### src/rtl/mem_arbiter.sv
// mem_arbiter: arbitrates NUM_PORTS cache-controller block requests onto one memory channel.
// Ports: CLK, RESET (sync, active-high); REQ_READ/REQ_WRITE/REQ_ADDRESS/REQ_WRITEDATA per-port
// requests with slices [i*W +: W]; REQ_READDATA shared registered read data; REQ_BUSYWAIT
// per-port stall; MEM_READ/MEM_WRITE/MEM_ADDRESS/MEM_WRITEDATA drive memory, which answers
// with MEM_READDATA and the MEM_BUSYWAIT handshake.
module mem_arbiter #(
    parameter int NUM_PORTS  = 2,
    parameter int ADDR_WIDTH = 28,
    parameter int DATA_WIDTH = 128,
    parameter int ARB_MODE   = 0
) (
    input  logic                             CLK,
    input  logic                             RESET,
    input  logic [NUM_PORTS-1:0]             REQ_READ,
    input  logic [NUM_PORTS-1:0]             REQ_WRITE,
    input  logic [NUM_PORTS*ADDR_WIDTH-1:0]  REQ_ADDRESS,
    input  logic [NUM_PORTS*DATA_WIDTH-1:0]  REQ_WRITEDATA,
    output logic [DATA_WIDTH-1:0]            REQ_READDATA,
    output logic [NUM_PORTS-1:0]             REQ_BUSYWAIT,
    output logic                             MEM_READ,
    output logic                             MEM_WRITE,
    output logic [ADDR_WIDTH-1:0]            MEM_ADDRESS,
    output logic [DATA_WIDTH-1:0]            MEM_WRITEDATA,
    input  logic [DATA_WIDTH-1:0]            MEM_READDATA,
    input  logic                             MEM_BUSYWAIT
);
    localparam int IW = $clog2(NUM_PORTS);
    typedef enum logic [1:0] {IDLE, ISSUE, COMPLETE} state_t;
    state_t               state_q;
    logic [IW-1:0]        gnt_q, ptr_q, win_d;
    logic                 seen_q, rd_q, found;
    logic [NUM_PORTS-1:0] pend;
    assign pend = REQ_READ | REQ_WRITE;
    // Round-robin scans upward starting after the last served port; fixed priority keeps the lowest index.
    always_comb begin
        win_d = '0;
        found = 1'b0;
        if (ARB_MODE == 1) begin
            for (int j = NUM_PORTS - 1; j >= 0; j--)
                if (pend[IW'(j)]) win_d = IW'(j);
        end else begin
            for (int j = 1; j <= NUM_PORTS; j++)
                if (!found && pend[IW'((int'(ptr_q) + j) % NUM_PORTS)]) begin
                    found = 1'b1;
                    win_d = IW'((int'(ptr_q) + j) % NUM_PORTS);
                end
        end
    end
    assign MEM_ADDRESS   = REQ_ADDRESS[int'(gnt_q)*ADDR_WIDTH +: ADDR_WIDTH];
    assign MEM_WRITEDATA = REQ_WRITEDATA[int'(gnt_q)*DATA_WIDTH +: DATA_WIDTH];
    assign MEM_WRITE     = (state_q == ISSUE) & REQ_WRITE[gnt_q];
    assign MEM_READ      = (state_q == ISSUE) & REQ_READ[gnt_q] & ~REQ_WRITE[gnt_q];
    for (genvar i = 0; i < NUM_PORTS; i++) begin : g_bw
        assign REQ_BUSYWAIT[i] = pend[i] & ~(state_q == COMPLETE && gnt_q == IW'(i));
    end
    // The read/write kind is latched at grant so a requester dropping its request
    // mid-access still gets its read data captured.
    always_ff @(posedge CLK) begin
        if (RESET) begin
            state_q      <= IDLE;
            seen_q       <= 1'b0;
            gnt_q        <= '0;
            ptr_q        <= IW'(NUM_PORTS - 1);
            rd_q         <= 1'b0;
            REQ_READDATA <= '0;
        end else begin
            case (state_q)
                IDLE: if (|pend) begin
                    gnt_q   <= win_d;
                    rd_q    <= REQ_READ[win_d] & ~REQ_WRITE[win_d];
                    state_q <= ISSUE;
                end
                ISSUE: begin
                    if (MEM_BUSYWAIT) seen_q <= 1'b1;
                    if (seen_q && !MEM_BUSYWAIT) begin
                        state_q <= COMPLETE;
                        if (rd_q) REQ_READDATA <= MEM_READDATA;
                    end
                end
                COMPLETE: begin
                    ptr_q   <= gnt_q;
                    seen_q  <= 1'b0;
                    state_q <= IDLE;
                end
                default: state_q <= IDLE;
            endcase
        end
    end
endmodule

### config.mk
export PLATFORM = sky130hd
export DESIGN_NAME = mem_arbiter
export DESIGN_NICKNAME = d
export VERILOG_FILES = /design/src/rtl/mem_arbiter.sv
export SDC_FILE = /design/constraint.sdc
export NUM_CORES = 1
export LEC_CHECK = 0
export ABC_CLOCK_PERIOD_IN_PS = 2700
export CELL_PAD_IN_SITES_DETAIL_PLACEMENT = 2
export CELL_PAD_IN_SITES_GLOBAL_PLACEMENT = 2
export CORE_AREA = 2 2 287 289
export CTS_CLUSTER_DIAMETER = 50
export DETAILED_ROUTE_END_ITERATION = 10
export DIE_AREA = 0 0 289 291
export PLACE_DENSITY_LB_ADDON = 0.12
export SETUP_SLACK_MARGIN = 0.05
export SYNTH_ARGS = -nofsm -noshare
export SYNTH_HDL_FRONTEND = slang
export SYNTH_SLANG_ARGS = --single-unit
### constraint.sdc
create_clock -name CLK -period 2.7 [get_ports CLK]
set_input_delay 0.54 -clock CLK [delete_from_list [all_inputs] [get_ports CLK]]
set_output_delay 0.54 -clock CLK [all_outputs]
set_load 0.02 [all_outputs]
==> impl_metrics.py <==
metrics = {
    "floorplan": {
        "core-area_um2": 81200,
        "io_pins": 735,
        "die_x_um": 289,
        "die-area_um2": 84100,
        "die_height_um": 291,
        "row_count": 105,
        "initial_utilization_pct": 9.88,
    },
    "drt": {
        "viasPerCell": 3.31,
        "wl_mm": 56.4,
        "drtPass1Iterations": 4,
        "first_iter_violations": 187,
        "drc": 0,
        "antenna_left": 0,
        "wl_per_cell_um": 22.0,
        "vias": 8513,
    },
    "run": {
        "cap_violations": 0,
    },
    "final_layout": {
        "drive_gt1_share_pct": 14.3,
        "final_common_cell": "clkdlybuf4s50_1",
        "final_cell_mix": "clkdlybuf4s50_1, nand2b_1, mux2_2",
        "layout.area.seq_um2": 2690,
        "final_net_count": 1927,
        "multiInputGateArea_um2": 4850,
        "syn2layout_area_growth_pct": 111,
        "fillers": 9237,
    },
    "clocking": {
        "cts_tree": "yes",
        "cts_root_buffer": "clkbuf_16",
        "cts_buffers": 17,
        "worstSkewPairLatency_ns": 0.47,
        "max-clock-path-buffers": 2,
        "cts_htree_levels": 4,
        "cts_num_sinks": 134,
        "clkTransAtPathRegs_ns": 0.07,
        "hold_buffers": 0,
    },
    "sta": {
        "setup_ws_ns": 0.145,
        "fin_crit_ns": 2.55,
        "setup_viol": 0,
        "skew_ns": 0.00861,
        "min_period_over_period_pct": 94.6,
        "hold_viol": 0,
        "whs_ns": 0.463,
        "clock.fmax_mhz": 391,
        "worst_pin_slew_ns": 0.541,
        "finalMaxSlewViolations": 0,
        "slew_headroom_pct": 63.6,
        "grt_setup_unrepaired": "false",
    },
    "synthesis": {
        "synth_seq_cells": 134,
        "syn_area_um2": 8030,
        "synth_top_family_by_area": "multiplexers",
        "ys_warn_count": 0,
        "yosys.area_share.adder_pct": 0,
        "ys_seq_area_share_pct": 33.4,
        "synthXorXnorAreaFrac_pct": 0,
        "syn_inst": 770,
        "syn_area_per_cell_um2": 10.4,
        "yosys.area_share.simple_pct": 21.3,
        "synthMuxAreaShare_pct": 38.2,
        "synth_nets": 1217,
        "synthDistinctLibCells": 27,
        "synth-compound-area-share_pct": 0.842,
    },
    "outcome": {
        "status": "completed",
    },
    "place": {
        "hpwlAfterDp_mm": 47.3,
        "io_buffers": 734,
        "place_ws_ns": -0.00889,
        "gp_congestion": 1.00,
    },
    "global_route": {
        "overflow": 0,
        "antenna_found_initial": 28,
        "grt_max_degree": 116,
        "grtUsageTotal_pct": 13.2,
        "grt_pass1_vias": 9660,
        "grt_pass1_wl_mm": 76.5,
    },
    "power_and_ir_drop": {
        "power_density_nw_per_um2": 343,
        "vdd.ir_drop.worst_uv": 471,
        "switching_share_pct": 27.2,
        "power.sequential.fraction_pct": 34.3,
        "p_comb_share_pct": 24.4,
        "cellLeakagePower_nw": 5.88,
        "power.internal_w": 0.00424,
        "clockPowerShare_pct": 41.3,
        "p_sw_w": 0.00158,
    },
    "min_path": {
        "hold_class": "reg2reg",
    },
    "critical_path": {
        "cp-start-kind": "flip-flop",
        "cp-end-kind": "output pin",
        "path_class": "reg2out",
        "crit_fanout": 6,
        "required_ns": 2.16,
        "slowest_delay_ns": 0.56,
        "arrival_ns": 2.01,
        "path_cells": "buf_12, buf_4, mux2_2, clkdlybuf4s50_1",
        "slowest_stage": "clkdlybuf4s50_1",
    },
}
kinds of logic after synthesis:
group	count (synthesis)
mux	287
compound gates	10
flops	134
simple gates	274
buf+inv	65
Yosys cell counts, drive strengths merged:
master | count | area, µm²
mux2i | 131 | 1310
dfxtp | 134 | 2680
and4b | 1 | 10.0
nor3b | 1 | 7.51
a31oi | 1 | 6.26
a21oi | 3 | 15.0
clkbuf | 28 | 106
inv | 1 | 3.75
o22a | 1 | 8.76
o221ai | 1 | 8.76
mux2 | 156 | 1760
nor2 | 4 | 15.0
o31ai | 2 | 15.0
nor2b | 4 | 27.5
nand2 | 1 | 3.75
nor4 | 1 | 6.26
nand3b | 1 | 7.51
o21ai | 1 | 5.00
nor3 | 1 | 5.00
a2111oi | 1 | 8.76
and2 | 1 | 6.26
nand2b | 259 | 1620
buf | 36 | 388
cell type report:
| class | instances | share of cell area [%] |
|---|---|---|
| diodes | 7 | 0.103 |
| clock buffers | 24 | 2.91 |
| clock inverters | 7 | 0.406 |
| inverters | 1 | 0.0221 |
| multi-input cells | 571 | 28.6 |
| flip-flops and latches | 134 | 15.8 |
| well taps | 1070 | 7.89 |
| repair buffers | 755 | 44.2 |
power by group through the flow:
stage | clock, W | combinational [W] | sequential (W)
2_1_floorplan | 0 | 0.000468 | 0.00204
3_3_place_gp | 0 | 0.00152 | 0.00204
3_5_place_dp | 0 | 0.00153 | 0.00204
4_1_cts | 0.00259 | 0.00145 | 0.00199
5_1_grt | 0.00264 | 0.00151 | 0.00199
6_report | 0.00240 | 0.00142 | 0.00199
final timing paths:
check	from	endpoint	slack (ns)	depth (start not counted)
max	gnt_q$_SDFFE_PP0P_	MEM_WRITEDATA[21]	0.15	4
min	seen_q$_SDFFE_PP0P_	seen_q$_SDFFE_PP0P_	0.46	2
max reg2reg	state_q[1]$_SDFFE_PP0P_	REQ_READDATA[32]$_SDFFE_PP0P_	1.02	3
min reg2reg	seen_q$_SDFFE_PP0P_	seen_q$_SDFFE_PP0P_	0.46	2
registers in the layout (all words and copies together), names as in the netlist:
signal        count
state_q           2
REQ_READDATA    128
seen_q            1
gnt_q             1
ptr_q             1
rd_q              1
metrics by stage:
step / std cells / TNS [ns] / utilization (%) / instance area [µm²] / power, W
after floorplan: 770 / 0 / - / 8030 / 0.00251
after global placement: 2527 / -0.0516 / 20.3 / 16500 / 0.00356
after detailed placement: 2527 / -0.00889 / 20.3 / 16500 / 0.00357
after CTS: 2562 / 0 / 20.9 / 16900 / 0.00603
after global routing: 2565 / 0 / 20.9 / 17000 / 0.00615
final: 2569 / 0 / 20.9 / 17000 / 0.00582
layer usage:
layer / global-route usage [%] / wire length (µm) / vias up
met5: 0 / 135 / -
met4: 3.63 / 930 / 22
met3: 6.07 / 5320 / 67
met2: 24.9 / 30400 / 360
met1: 12.6 / 19600 / 4035
li1: - / - / 4029
worst max-delay path, delay by kind of cell, from the launching register on:
kind	cells	cell delay (ns)
buffers and inverters	3	0.85
muxes	1	0.33
DFF	1	0.36
timing repair:
item | in CTS | in global routing
endpoints found under the setup margin | 152 | 1
gates resized for setup | 157 | 1
cloned | 1 | 0
setup buffers | 3 | 0
No activity file was read; power rests on OpenSTA's default activity.
